[src/rtl/vga_pkg.sv]
// rtl/vga_pkg.sv - 640x480@60 timing constants, control bundle and colour-bar table (bars used with VGA_TEST_PATTERN_EN)
package vga_pkg;

    localparam logic [9:0] H_ACTIVE = 10'd640;
    localparam logic [9:0] H_FP     = 10'd16;
    localparam logic [9:0] H_SYNC   = 10'd96;
    localparam logic [9:0] H_BP     = 10'd48;
    localparam logic [9:0] H_TOTAL  = H_ACTIVE + H_FP + H_SYNC + H_BP;

    localparam logic [9:0] V_ACTIVE = 10'd480;
    localparam logic [9:0] V_FP     = 10'd10;
    localparam logic [9:0] V_SYNC   = 10'd2;
    localparam logic [9:0] V_BP     = 10'd33;
    localparam logic [9:0] V_TOTAL  = V_ACTIVE + V_FP + V_SYNC + V_BP;

    // Inclusive sync windows: 656..751 and 490..491
    localparam logic [9:0] H_SYNC_FIRST = H_ACTIVE + H_FP;
    localparam logic [9:0] H_SYNC_LAST  = H_ACTIVE + H_FP + H_SYNC - 10'd1;
    localparam logic [9:0] V_SYNC_FIRST = V_ACTIVE + V_FP;
    localparam logic [9:0] V_SYNC_LAST  = V_ACTIVE + V_FP + V_SYNC - 10'd1;

    localparam logic [23:0] BAR_WHITE   = 24'hFFFFFF;
    localparam logic [23:0] BAR_YELLOW  = 24'hFFFF00;
    localparam logic [23:0] BAR_CYAN    = 24'h00FFFF;
    localparam logic [23:0] BAR_GREEN   = 24'h00FF00;
    localparam logic [23:0] BAR_MAGENTA = 24'hFF00FF;
    localparam logic [23:0] BAR_RED     = 24'hFF0000;
    localparam logic [23:0] BAR_BLUE    = 24'h0000FF;
    localparam logic [23:0] BAR_BLACK   = 24'h000000;

    typedef struct packed {
        logic act;
        logic hs;
        logic vs;
        logic fs;
    } ctrl_t;

    localparam ctrl_t CTRL_IDLE = '{act: 1'b0, hs: 1'b1, vs: 1'b1, fs: 1'b0};

    // Column / 80 without a divider; columns past 639 fall into bar 7 and are blanked anyway
    function automatic logic [2:0] bar_index(input logic [9:0] col);
        logic [2:0] idx;
        idx = 3'd0;
        for (int i = 1; i < 8; i++)
            if (col >= 10'(80 * i)) idx = 3'(i);
        return idx;
    endfunction

    function automatic logic [23:0] bar_color(input logic [2:0] idx);
        logic [23:0] c;
        case (idx)
            3'd0:    c = BAR_WHITE;
            3'd1:    c = BAR_YELLOW;
            3'd2:    c = BAR_CYAN;
            3'd3:    c = BAR_GREEN;
            3'd4:    c = BAR_MAGENTA;
            3'd5:    c = BAR_RED;
            3'd6:    c = BAR_BLUE;
            default: c = BAR_BLACK;
        endcase
        return c;
    endfunction

endpackage

[src/rtl/vga_timing_gen_if.sv]
// rtl/vga_timing_gen_if.sv - memory address/data and VGA pin bundle of the timing generator
interface vga_timing_gen_if;
    logic [23:0] vga_data;
    logic [9:0]  h_addr;
    logic [9:0]  v_addr;
    logic        hsync;
    logic        vsync;
    logic        valid;
    logic [7:0]  vga_r;
    logic [7:0]  vga_g;
    logic [7:0]  vga_b;
    logic        frame_start;

    modport master (
        input  vga_data,
        output h_addr, v_addr, hsync, vsync, valid, vga_r, vga_g, vga_b, frame_start
    );

    modport slave (
        output vga_data,
        input  h_addr, v_addr, hsync, vsync, valid, vga_r, vga_g, vga_b, frame_start
    );
endinterface

[src/rtl/vga_delay_line.sv]
// rtl/vga_delay_line.sv - enable-gated shift register of configurable width/depth with async reset to INIT
module vga_delay_line #(
    parameter int               WIDTH = 1,
    parameter int               DEPTH = 1,
    parameter logic [WIDTH-1:0] INIT  = '0
) (
    input  logic             clk,
    input  logic             rst,
    input  logic             en,
    input  logic [WIDTH-1:0] din,
    output logic [WIDTH-1:0] dout
);

    logic [WIDTH-1:0] stage [DEPTH];

    always_ff @(posedge clk or negedge rst) begin
        if (!rst) begin
            for (int i = 0; i < DEPTH; i++) stage[i] <= INIT;
        end else if (en) begin
            stage[0] <= din;
            for (int i = 1; i < DEPTH; i++) stage[i] <= stage[i-1];
        end
    end

    assign dout = stage[DEPTH-1];

endmodule

[src/rtl/vga_timing_gen.sv]
// rtl/vga_timing_gen.sv - 640x480@60 scan counters, memory addressing and pin-aligned output stage; VGA_TEST_PATTERN_EN adds colour bars
module vga_timing_gen
    import vga_pkg::*;
#(
    parameter int RD_LAT = 0
) (
    input  logic clk,
    input  logic rst,
    input  logic en,
`ifdef VGA_TEST_PATTERN_EN
    input  logic test_mode,
`endif
    vga_timing_gen_if.master vga
);

    logic [9:0]  h_cnt;
    logic [9:0]  v_cnt;
    ctrl_t       ctrl0;
    ctrl_t       ctrl_d;
    logic [23:0] pix_src;

    always_ff @(posedge clk or negedge rst) begin
        if (!rst) begin
            h_cnt <= '0;
            v_cnt <= '0;
        end else if (en) begin
            if (h_cnt == H_TOTAL - 10'd1) begin
                h_cnt <= '0;
                v_cnt <= (v_cnt == V_TOTAL - 10'd1) ? 10'd0 : v_cnt + 10'd1;
            end else begin
                h_cnt <= h_cnt + 10'd1;
            end
        end
    end

    always_comb begin
        ctrl0     = CTRL_IDLE;
        ctrl0.act = (h_cnt < H_ACTIVE) && (v_cnt < V_ACTIVE);
        ctrl0.hs  = !((h_cnt >= H_SYNC_FIRST) && (h_cnt <= H_SYNC_LAST));
        ctrl0.vs  = !((v_cnt >= V_SYNC_FIRST) && (v_cnt <= V_SYNC_LAST));
        ctrl0.fs  = (h_cnt == 10'd0) && (v_cnt == 10'd0);
    end

    always_ff @(posedge clk or negedge rst) begin
        if (!rst) begin
            vga.h_addr <= '0;
            vga.v_addr <= '0;
        end else if (en) begin
            vga.h_addr <= ctrl0.act ? h_cnt : 10'd0;
            vga.v_addr <= ctrl0.act ? v_cnt : 10'd0;
        end
    end

    // One stage more than the memory latency: the address register is the extra one
`ifdef VGA_TEST_PATTERN_EN
    localparam int DLY_W = $bits(ctrl_t) + 3;
    localparam logic [DLY_W-1:0] DLY_INIT = {3'd0, CTRL_IDLE};
    logic [2:0]       bar_d;
    logic [DLY_W-1:0] dly_in;
    logic [DLY_W-1:0] dly_out;
    assign dly_in          = {bar_index(h_cnt), ctrl0};
    assign {bar_d, ctrl_d} = dly_out;
`else
    localparam int DLY_W = $bits(ctrl_t);
    localparam logic [DLY_W-1:0] DLY_INIT = CTRL_IDLE;
    logic [DLY_W-1:0] dly_in;
    logic [DLY_W-1:0] dly_out;
    assign dly_in = ctrl0;
    assign ctrl_d = dly_out;
`endif

    vga_delay_line #(
        .WIDTH (DLY_W),
        .DEPTH (RD_LAT + 1),
        .INIT  (DLY_INIT)
    ) u_ctrl_dly (
        .clk  (clk),
        .rst  (rst),
        .en   (en),
        .din  (dly_in),
        .dout (dly_out)
    );

    always_comb begin
        pix_src = vga.vga_data;
`ifdef VGA_TEST_PATTERN_EN
        if (test_mode) pix_src = bar_color(bar_d);
`endif
    end

    always_ff @(posedge clk or negedge rst) begin
        if (!rst) begin
            vga.hsync       <= 1'b1;
            vga.vsync       <= 1'b1;
            vga.valid       <= 1'b0;
            vga.frame_start <= 1'b0;
            vga.vga_r       <= '0;
            vga.vga_g       <= '0;
            vga.vga_b       <= '0;
        end else if (en) begin
            vga.hsync       <= ctrl_d.hs;
            vga.vsync       <= ctrl_d.vs;
            vga.valid       <= ctrl_d.act;
            vga.frame_start <= ctrl_d.fs;
            {vga.vga_r, vga.vga_g, vga.vga_b} <= ctrl_d.act ? pix_src : 24'h0;
        end
    end

endmodule

[src/flat_wrapper.sv]
// flat-port wrapper written by rule: the top's interface ports become plain ports
module vga_timing_gen_flat import vga_pkg::*;
#(
    parameter int RD_LAT = 0
)
  (clk, rst, en, vga_vga_data, vga_h_addr, vga_v_addr, vga_hsync, vga_vsync, vga_valid, vga_vga_r, vga_vga_g, vga_vga_b, vga_frame_start);
  vga_timing_gen_if vga_i ();
  input  logic clk;
  input  logic rst;
  input  logic en;
  input wire logic [$bits(vga_i.vga_data)-1:0] vga_vga_data;
  output wire logic [$bits(vga_i.h_addr)-1:0] vga_h_addr;
  output wire logic [$bits(vga_i.v_addr)-1:0] vga_v_addr;
  output wire logic [$bits(vga_i.hsync)-1:0] vga_hsync;
  output wire logic [$bits(vga_i.vsync)-1:0] vga_vsync;
  output wire logic [$bits(vga_i.valid)-1:0] vga_valid;
  output wire logic [$bits(vga_i.vga_r)-1:0] vga_vga_r;
  output wire logic [$bits(vga_i.vga_g)-1:0] vga_vga_g;
  output wire logic [$bits(vga_i.vga_b)-1:0] vga_vga_b;
  output wire logic [$bits(vga_i.frame_start)-1:0] vga_frame_start;
  assign vga_i.vga_data = vga_vga_data;
  assign vga_h_addr = vga_i.h_addr;
  assign vga_v_addr = vga_i.v_addr;
  assign vga_hsync = vga_i.hsync;
  assign vga_vsync = vga_i.vsync;
  assign vga_valid = vga_i.valid;
  assign vga_vga_r = vga_i.vga_r;
  assign vga_vga_g = vga_i.vga_g;
  assign vga_vga_b = vga_i.vga_b;
  assign vga_frame_start = vga_i.frame_start;
  vga_timing_gen #(.RD_LAT(RD_LAT)) u_core (.clk(clk), .rst(rst), .en(en), .vga(vga_i));
endmodule
[config.mk]
export PLATFORM = sky130hd
export DESIGN_NAME = vga_timing_gen_flat
export DESIGN_NICKNAME = d
export VERILOG_FILES = /design/src/rtl/vga_pkg.sv /design/src/rtl/vga_timing_gen_if.sv /design/src/rtl/vga_delay_line.sv /design/src/rtl/vga_timing_gen.sv /design/src/flat_wrapper.sv
export SDC_FILE = /design/constraint.sdc
export NUM_CORES = 1
export LEC_CHECK = 0
export ABC_AREA = 1
export CAP_MARGIN = 20
export CORE_AREA = 2 2 97 99
export CTS_CLUSTER_DIAMETER = 50
export DETAILED_ROUTE_END_ITERATION = 10
export DIE_AREA = 0 0 99 101
export PLACE_DENSITY = 0.65
export SETUP_SLACK_MARGIN = 0.3
export SYNTH_ARGS = -nofsm -noshare
export SYNTH_HDL_FRONTEND = slang
export SYNTH_HIERARCHICAL = 1
export SYNTH_SLANG_ARGS = --single-unit
[constraint.sdc]
create_clock -name clk -period 1.3 [get_ports clk]
set_input_delay 0.26 -clock clk [delete_from_list [all_inputs] [get_ports clk]]
set_output_delay 0.26 -clock clk [all_outputs]
set_load 0.02 [all_outputs]
# Word-level counts from Yosys, hierarchy flattened
# Index checks and enable logic that the tools add are counted.
[totals] register_bits=72 out_inout_bits=48 word_cells=36 in_bits=27
[op_classes] muxes=5 eq_ne=2 n_lt_le_gt_ge=6 reduce_logical=9 addsub=2
[op_table] operator="$mux W10" n=4
[op_table] operator="$mux W24" n=1
[op_table] operator="$add A10 B1 Y10 const B" n=2
[op_table] operator="$eq A10 B10 Y1 const B" n=2
[op_table] operator="$logic_not A10 Y1" n=2
[op_table] operator="$ge A10 B10 Y1 const B" n=1
[op_table] operator="$ge A10 B9 Y1 const B" n=1
[op_table] operator="$le A10 B10 Y1 const B" n=1
[op_table] operator="$le A10 B9 Y1 const B" n=1
[op_table] operator="$lt A10 B10 Y1 const B" n=1
[op_table] operator="$lt A10 B9 Y1 const B" n=1
[op_table] operator="$logic_and A1 B1 Y1" n=4
[op_table] operator="$logic_not A1 Y1" n=2
[op_table] operator="$reduce_and A2 Y1" n=1

# Depth between registers and ports, before layout
# Gate-level depths: netlist of run 1.
[depth] depth_word=3 ltp_mapped=8 mapped_depth_nobuf=8

# Modules after synthesis
# Netlist of run 1, hierarchy kept.
[by_module_without_submodules] mod="vga_timing_gen" area_each_um2=3228.1 instances=1 cells_each=386 seq_area_each_um2=1704.1
[by_module_without_submodules] mod="vga_delay_line" area_each_um2=151.4 instances=1 cells_each=17 seq_area_each_um2=102.6

# Worst setup path after synthesis of run 1
# Ideal clock, no wire load.
[synth_path] kind="flip-flop to flip-flop" start="register u_core.h_cnt[0]" end="register u_core.v_cnt[3]" period_less_slack_ns=1.265 arrival_time_ns=1.148 required_time_ns=1.182 path_slack_ns=0.035 n_path_buf=1 setup_ns=0.118 path_stages_with_launch=8 path_cell_list="dfrtp_1 -> ha_1 -> nand2_2 -> nor2_4 -> nand4_2 -> buf_6 -> nand2_1 -> o21ai_2"
[synth_via] elab_chain_cells=2
[synth_rtl] element="start, declared" line="vga_timing_gen.sv:16" source="logic [9:0] h_cnt;"
[synth_rtl] element="start signal, assigned" line="vga_timing_gen.sv:31" source="h_cnt <= h_cnt + 10'd1;"
[synth_rtl] element="$eq A10 B10 Y1" line="vga_timing_gen.sv:27" source="if (h_cnt == H_TOTAL - 10'd1) begin"
[synth_rtl] element="$reduce_and A2 Y1 (no line)"
[synth_rtl] element="end signal, assigned" line="vga_timing_gen.sv:29" source="v_cnt <= (v_cnt == V_TOTAL - 10'd1) ? 10'd0 : v_cnt + 10'd1;"
[synth_rtl] element="end, declared" line="vga_timing_gen.sv:17" source="logic [9:0] v_cnt;"
# No other way between the ends.
# A chain may end at the register's enable or synchronous reset.

# Final worst setup path of run 1
[layout_path] start="register u_core.h_cnt[1]" end="register u_core.v_cnt[9]"
# Same word-level chain as after synthesis.

==> results of run 1 <==
cell usage after synthesis, drive strengths merged:
cell type | instances | area, sq um
nand2 | 152 | 578
nor4 | 2 | 12.5
xor2 | 7 | 61.3
o2111ai | 1 | 8.76
ha | 4 | 50.1
o21a | 1 | 7.51
dfstp | 4 | 105
inv | 33 | 124
nand4 | 11 | 75.1
o21ai | 15 | 86.3
nand3 | 56 | 293
or2 | 1 | 6.26
nor3 | 3 | 20.0
o211ai | 1 | 12.5
buf | 13 | 78.8
clkbuf | 5 | 20.0
dfrtp | 68 | 1700
nor2 | 26 | 139
cell usage in the layout (no fill, tap or decap), types with 10 or more instances in the layout:
master,count
nand2_1,141
buf_4,76
dfrtp_1,59
buf_6,56
nand3_1,40
clkdlybuf4s50_1,24
inv_1,21
nor2_1,16
nand3_2,14
inv_2,11
clkbuf_8,10
nand4_1,10
layout make-up:
class,count,area share
clock buffers,13,0.0274
clock inverters,3,0.00322
inverters,33,0.0237
multi-input cells,281,0.298
flip-flops and latches,72,0.335
well taps,111,0.0255
repair buffers,164,0.288
logic make-up (layout without fill, tap and decap cells):
| group | Yosys count | after routing | share of synthesized area |
|---|---|---|---|
| XOR/XNOR | 7 | 7 | 0.0181 |
| AND/OR/NAND/NOR | 251 | 252 | 0.332 |
| adder cells (fa/ha/maj) | 4 | 4 | 0.0148 |
| buffers and inverters | 51 | 213 | 0.0659 |
| flip-flops | 72 | 72 | 0.535 |
| AO/OA/AOI/OAI | 18 | 18 | 0.0341 |
critical path, stage by stage, from the launching register on:
cell,delay (ps)
dfrtp_2,430
ha_4,180
nand2_4,60
nor2_4,130
buf_6,110
nand3_4,120
nor2_8,170
nand4_1,120
nand2_1,70
what timing repair did:
action / in CTS / in global routing
endpoints found under the setup margin: 115 / 110
hold buffers: 1 / 0
cloned: 1 / 1
pin swaps: 20 / 21
endpoints found under the hold margin: 68 / 0
setup buffers: 28 / 20
resized for setup: 317 / 45
power breakdown:
group / internal (mW) / switching, mW / total [mW] / leakage [nW]
Sequential: 2.83 / 0.619 / 3.44 / 0.926
Combinational: 2.54 / 2.43 / 4.97 / 1.74
Clock: 0.741 / 0.799 / 1.54 / 0.0834
Total: 6.11 / 3.84 / 9.95 / 2.75
path summary, 6_finish.rpt:
| check | to | slack (ps) |
|---|---|---|
| max in group asynchronous | u_core/vga.hsync$_DFFE_PN1P_ | 470 |
| worst max register to register | u_core/v_cnt[9]$_DFFE_PN0P_ | -160 |
| worst max-delay path | u_core/v_cnt[9]$_DFFE_PN0P_ | -160 |
| worst min register to register | u_core/vga.vsync$_DFFE_PN1P_ | 470 |
| worst min-delay path | u_core/u_ctrl_dly/dout[2]$_DFFE_PN1P_ | 230 |
| min in group asynchronous | u_core/vga.vga_g[3]$_DFFE_PN0P_ | 470 |
sequential cells by signal, indices dropped and copies added (netlist names), 4 cells and up:
register,flops
u_core/vga.v_addr,10
u_core/u_ctrl_dly/dout,4
u_core/vga.h_addr,10
u_core/h_cnt,10
u_core/v_cnt,10
u_core/vga.vga_g,8
u_core/vga.vga_r,8
u_core/vga.vga_b,8
through the flow:
step / setup TNS (ps) / area [sq um] / cells / hold slack, ps / utilization
3_5_place_dp: -3760 / 4520 / 610 / 322 / 0.504
4_1_cts: -1600 / 5120 / 656 / 208 / 0.570
6_report: -2190 / 5440 / 677 / 227 / 0.606
2_1_floorplan: 0 / 3410 / 403 / -35.6 / -
5_1_grt: -3590 / 5440 / 677 / 240 / 0.606
3_3_place_gp: -2080 / 4520 / 610 / 317 / 0.504
per-layer routing:
layer  wire (um)  vias up
met2        5080       69
li1            -     1597
met4         225        0
met3         382       19
met5           0        -
met1        4140     1586
==> flow_summary.toml, run 1 <==
[global_routing]
grt_most_used_layer = "met2"
met1_usage = 0.242
gr-total-overflow = 0
antenna_found_initial = 0
grtUsageMet3 = 0.0451
grt_pass1_wl_mm = 15.4
track_usage = 0.195
grt_start_max_net_pins = 73
first_global_vias = 3219
gr-usage-met2 = 0.330

[flow_run]
maxCapViolCount = 0

[layout]
multi_input_area_sq_um = 1620
regArea_sq_um = 1820
final.fill_count = 748
drive_gt1_frac = 0.415
fin_nets = 592
area_growth_syn_to_layout_pct = 61.0
insertedDiodeCount = 0

[drt]
first_iter_violations = 140
drtAntennaViolNets = 0
vias_per_cell = 4.83
routed_wl_mm = 9.83
wl_per_cell_um = 14.5
first_pass_iters = 4
route.detailed.drc = 0
route.vias.total = 3271

[clocking]
clkSinkCount = 72
path_clk_slew_ps = 80
numCtsBuffers = 9
cts_tree = "done"
clk_path_buf_depth = 2
htreeDepth = 3
clock_latency_ps = 340
clock-root-buffer = "clkbuf_8"

[yosys]
syn_area_sq_um = 3380
synth-seq-area-share = 0.535
syn_nets = 434
synth_area_per_cell_sq_um = 8.39
ys_warn_count = 6
ys_ff_latch = 72
syn_inst = 403
synth_cell_types = 32

[die]
dieArea_sq_um = 10000
core_sq_um = 8980
initial_core_util = 0.376
die_y_um = 101
chipWidth_um = 99
io_pins = 75
row_count = 35

[timing]
slew_violations = 0
tightest_slew_ps = 418
final-setup-viol-count = 19
post-route-period-util = 1.12
period_minus_slack_ps = 1460
setup_slack_ps = -157
skew_ps = 6.85
relSlewSlack = 0.721
rsz0062_at_grt = "true"
fmax_mhz = 686
final-hold-violation-count = 0

[outcome]
outcome = "finished, violations left"
violations = "setup timing"

[worst_setup_path]
reg2reg_from = "u_core/h_cnt[1]$_DFFE_PN0P_"
cp-end-kind = "flip-flop"
cp-startpoint = "u_core/h_cnt[1]$_DFFE_PN0P_"
path_class = "flip-flop to flip-flop"
arrival_ps = 1740
worst_ep_required_time_ps = 1580
reg2reg_depth = 8
path_max_fanout = 5
start_kind = "flip-flop"

[hold_path]
holdPathStages = 3
hp-start = "en"
min_path_type = "input port to flip-flop"

[pwr]
leakage_nw = 2.75
power_density_nw_per_um2 = 1830
ir_worst_vdd_v = 0.000980
finalPower_mw = 9.95

[place]
placement.io_buffers = 74
pre_cts_ws_ps = -200
place_congestion = 0.950
place_hpwl_mm = 6.00
Power figures use the tool's default switching activity.
==> run 2, diff against run 1 <==
--- a/config.mk
+++ b/config.mk
@@ -11,8 +11,10 @@
 export CTS_CLUSTER_DIAMETER = 50
 export DETAILED_ROUTE_END_ITERATION = 10
 export DIE_AREA = 0 0 99 101
-export PLACE_DENSITY = 0.65
+export DONT_BUFFER_PORTS = 1
+export REMOVE_ABC_BUFFERS = 1
 export SETUP_SLACK_MARGIN = 0.3
+export SKIP_LAST_GASP = 1
 export SYNTH_ARGS = -nofsm -noshare
 export SYNTH_HDL_FRONTEND = slang
 export SYNTH_HIERARCHICAL = 1
==> flow_summary.toml, run 2 (synthesis results as in run 1) <==
[timing]
final-hold-violation-count = 72
rsz0062_at_grt = "true"
final-setup-viol-count = 17
skew_ps = 10.6
post-route-period-util = 1.08
relSlewSlack = 0.820
tightest_slew_ps = 269
period_minus_slack_ps = 1400
slew_violations = 0
fmax_mhz = 714
setup_slack_ps = -101
finalHoldWorstSlack_ps = -394

[drt]
route.vias.total = 2832
first_pass_iters = 4
route.detailed.drc = 0
routed_wl_mm = 8.25
vias_per_cell = 4.96
wl_per_cell_um = 14.5
drtAntennaViolNets = 0
first_iter_violations = 92

[clocking]
clkSinkCount = 72
path_clk_slew_ps = 80
clk_path_buf_depth = 2
clock_latency_ps = 350
cts_tree = "done"
htreeDepth = 3
numCtsBuffers = 9
cts_hold_buf = 2
clock-root-buffer = "clkbuf_8"

[global_routing]
grt_pass1_wl_mm = 13.5
gr-total-overflow = 0
track_usage = 0.167
antenna_found_initial = 0
grt_start_max_net_pins = 73
first_global_vias = 2826

[flow_run]
maxCapViolCount = 0

[layout]
area_growth_syn_to_layout_pct = 32.6
final_util = 0.499
fin_nets = 486
insertedDiodeCount = 0
final.fill_count = 829
final_cell_mix = "137 x nand2_1, 46 x dfrtp_2, 45 x buf_4"
mostFrequentLayoutCell = "nand2_1"
drive_gt1_frac = 0.430

[die]
io_pins = 75
dieArea_sq_um = 10000
initial_core_util = 0.376
chipWidth_um = 99
core_sq_um = 8980
row_count = 35
die_y_um = 101

[worst_setup_path]
path_class = "flip-flop to flip-flop"
reg2reg_depth = 8
rr_endpoint = "u_core/h_cnt[0]$_DFFE_PN0P_"
reg2reg_from = "u_core/h_cnt[0]$_DFFE_PN0P_"
path_max_fanout = 4
arrival_ps = 1620
ff2ff_setup_slack_ps = -100
worst_ep_required_time_ps = 1520
start_kind = "flip-flop"
cp-end-kind = "flip-flop"

[pwr]
ir_worst_vdd_v = 0.000685
leakage_nw = 2.14
finalPower_mw = 9.23
power_density_nw_per_um2 = 2060

[outcome]
violations = "hold timing, setup timing"
outcome = "finished, violations left"

[place]
placement.io_buffers = 0
place_hpwl_mm = 5.16
pre_cts_ws_ps = -139
place_congestion = 0.904

[hold_path]
min_path_type = "input port to async pin"
[run 2: changes by cell type in the layout (fill, tap and decap cells not counted), sizes merged]
| cell | delta |
|---|---|
| buf | -82 |
| clkdlybuf4s50 | -24 |
| bufinv | +2 |
| clkbuf | -2 |
| clkinv | -2 |
| clkinvlp | +1 |
| dlygate4sd3 | +1 |
[run 2: where the power goes]
part	internal (mW)	total [mW]	switching, mW
registers	2.88	3.81	0.935
logic	1.69	3.36	1.67
clock network	1.24	2.06	0.822
total	5.80	9.23	3.43
[run 2: timing repair]
action                                  CTS  global route
gates resized for setup                  92            29
buffers inserted                          9            10
gates cloned                              1             0
endpoints found under the hold margin    74            72
pin swaps                                17            22
endpoints found under the setup margin  115            97
[run 2: metrics by stage]
stage / area, sq um / TNS [ps] / std cells
after floorplan: 3280 / -176 / 385
after global placement: 3750 / -552 / 533
after detailed placement: 3750 / -928 / 533
after CTS: 4310 / -425 / 561
after global routing: 4480 / -2360 / 571
final: 4480 / -1080 / 571
[run 2: final cells by class]
class / instances / area [sq um] / share of cell area
Timing Repair Buffer: 58 / 529 / 0.118
Tap cell: 111 / 139 / 0.0310
Multi-Input combinational cell: 281 / 1580 / 0.352
Clock buffer: 12 / 165 / 0.0369
Inverter: 33 / 126 / 0.0282
Clock inverter: 4 / 75.1 / 0.0168
Sequential cell: 72 / 1870 / 0.417
[run 2: worst max path at each step]
stage                                start                           to  slack, ps
2_1_floorplan  u_core/h_cnt[0]$_DFFE_PN0P_  u_core/v_cnt[2]$_DFFE_PN0P_        -40
3_3_place_gp   u_core/v_cnt[0]$_DFFE_PN0P_  u_core/v_cnt[9]$_DFFE_PN0P_       -100
3_5_place_dp   u_core/v_cnt[1]$_DFFE_PN0P_  u_core/v_cnt[9]$_DFFE_PN0P_       -140
4_1_cts        u_core/h_cnt[0]$_DFFE_PN0P_  u_core/v_cnt[8]$_DFFE_PN0P_        -70
5_1_grt        u_core/h_cnt[0]$_DFFE_PN0P_  u_core/v_cnt[1]$_DFFE_PN0P_       -170
6_report       u_core/h_cnt[0]$_DFFE_PN0P_  u_core/h_cnt[0]$_DFFE_PN0P_       -100
[run 2: worst max-delay path, stage by stage (launching register included)]
cell and delay (ps):
dfrtp_1 360, ha_2 190, nand2_2 70, nor2_4 110, buf_6 110, nand3_4 130
buf_4 170, nand3_2 40, o21ai_0 90
[run 2: per-layer routing]
layer,GRT usage,share of wire,up-vias
met5,0,0,-
met4,0.0348,0.0058,0
met3,0.0506,0.063,6
met2,0.296,0.49,76
met1,0.201,0.44,1357
li1,-,-,1393
==> run 3, diff against run 2 <==
--- a/config.mk
+++ b/config.mk
@@ -19,3 +19,4 @@
 export SYNTH_HDL_FRONTEND = slang
 export SYNTH_HIERARCHICAL = 1
 export SYNTH_SLANG_ARGS = --single-unit
+export TNS_END_PERCENT = 100
==> results of run 3 <==
The final DEF is identical to that of run 2; final timing and power are the same.
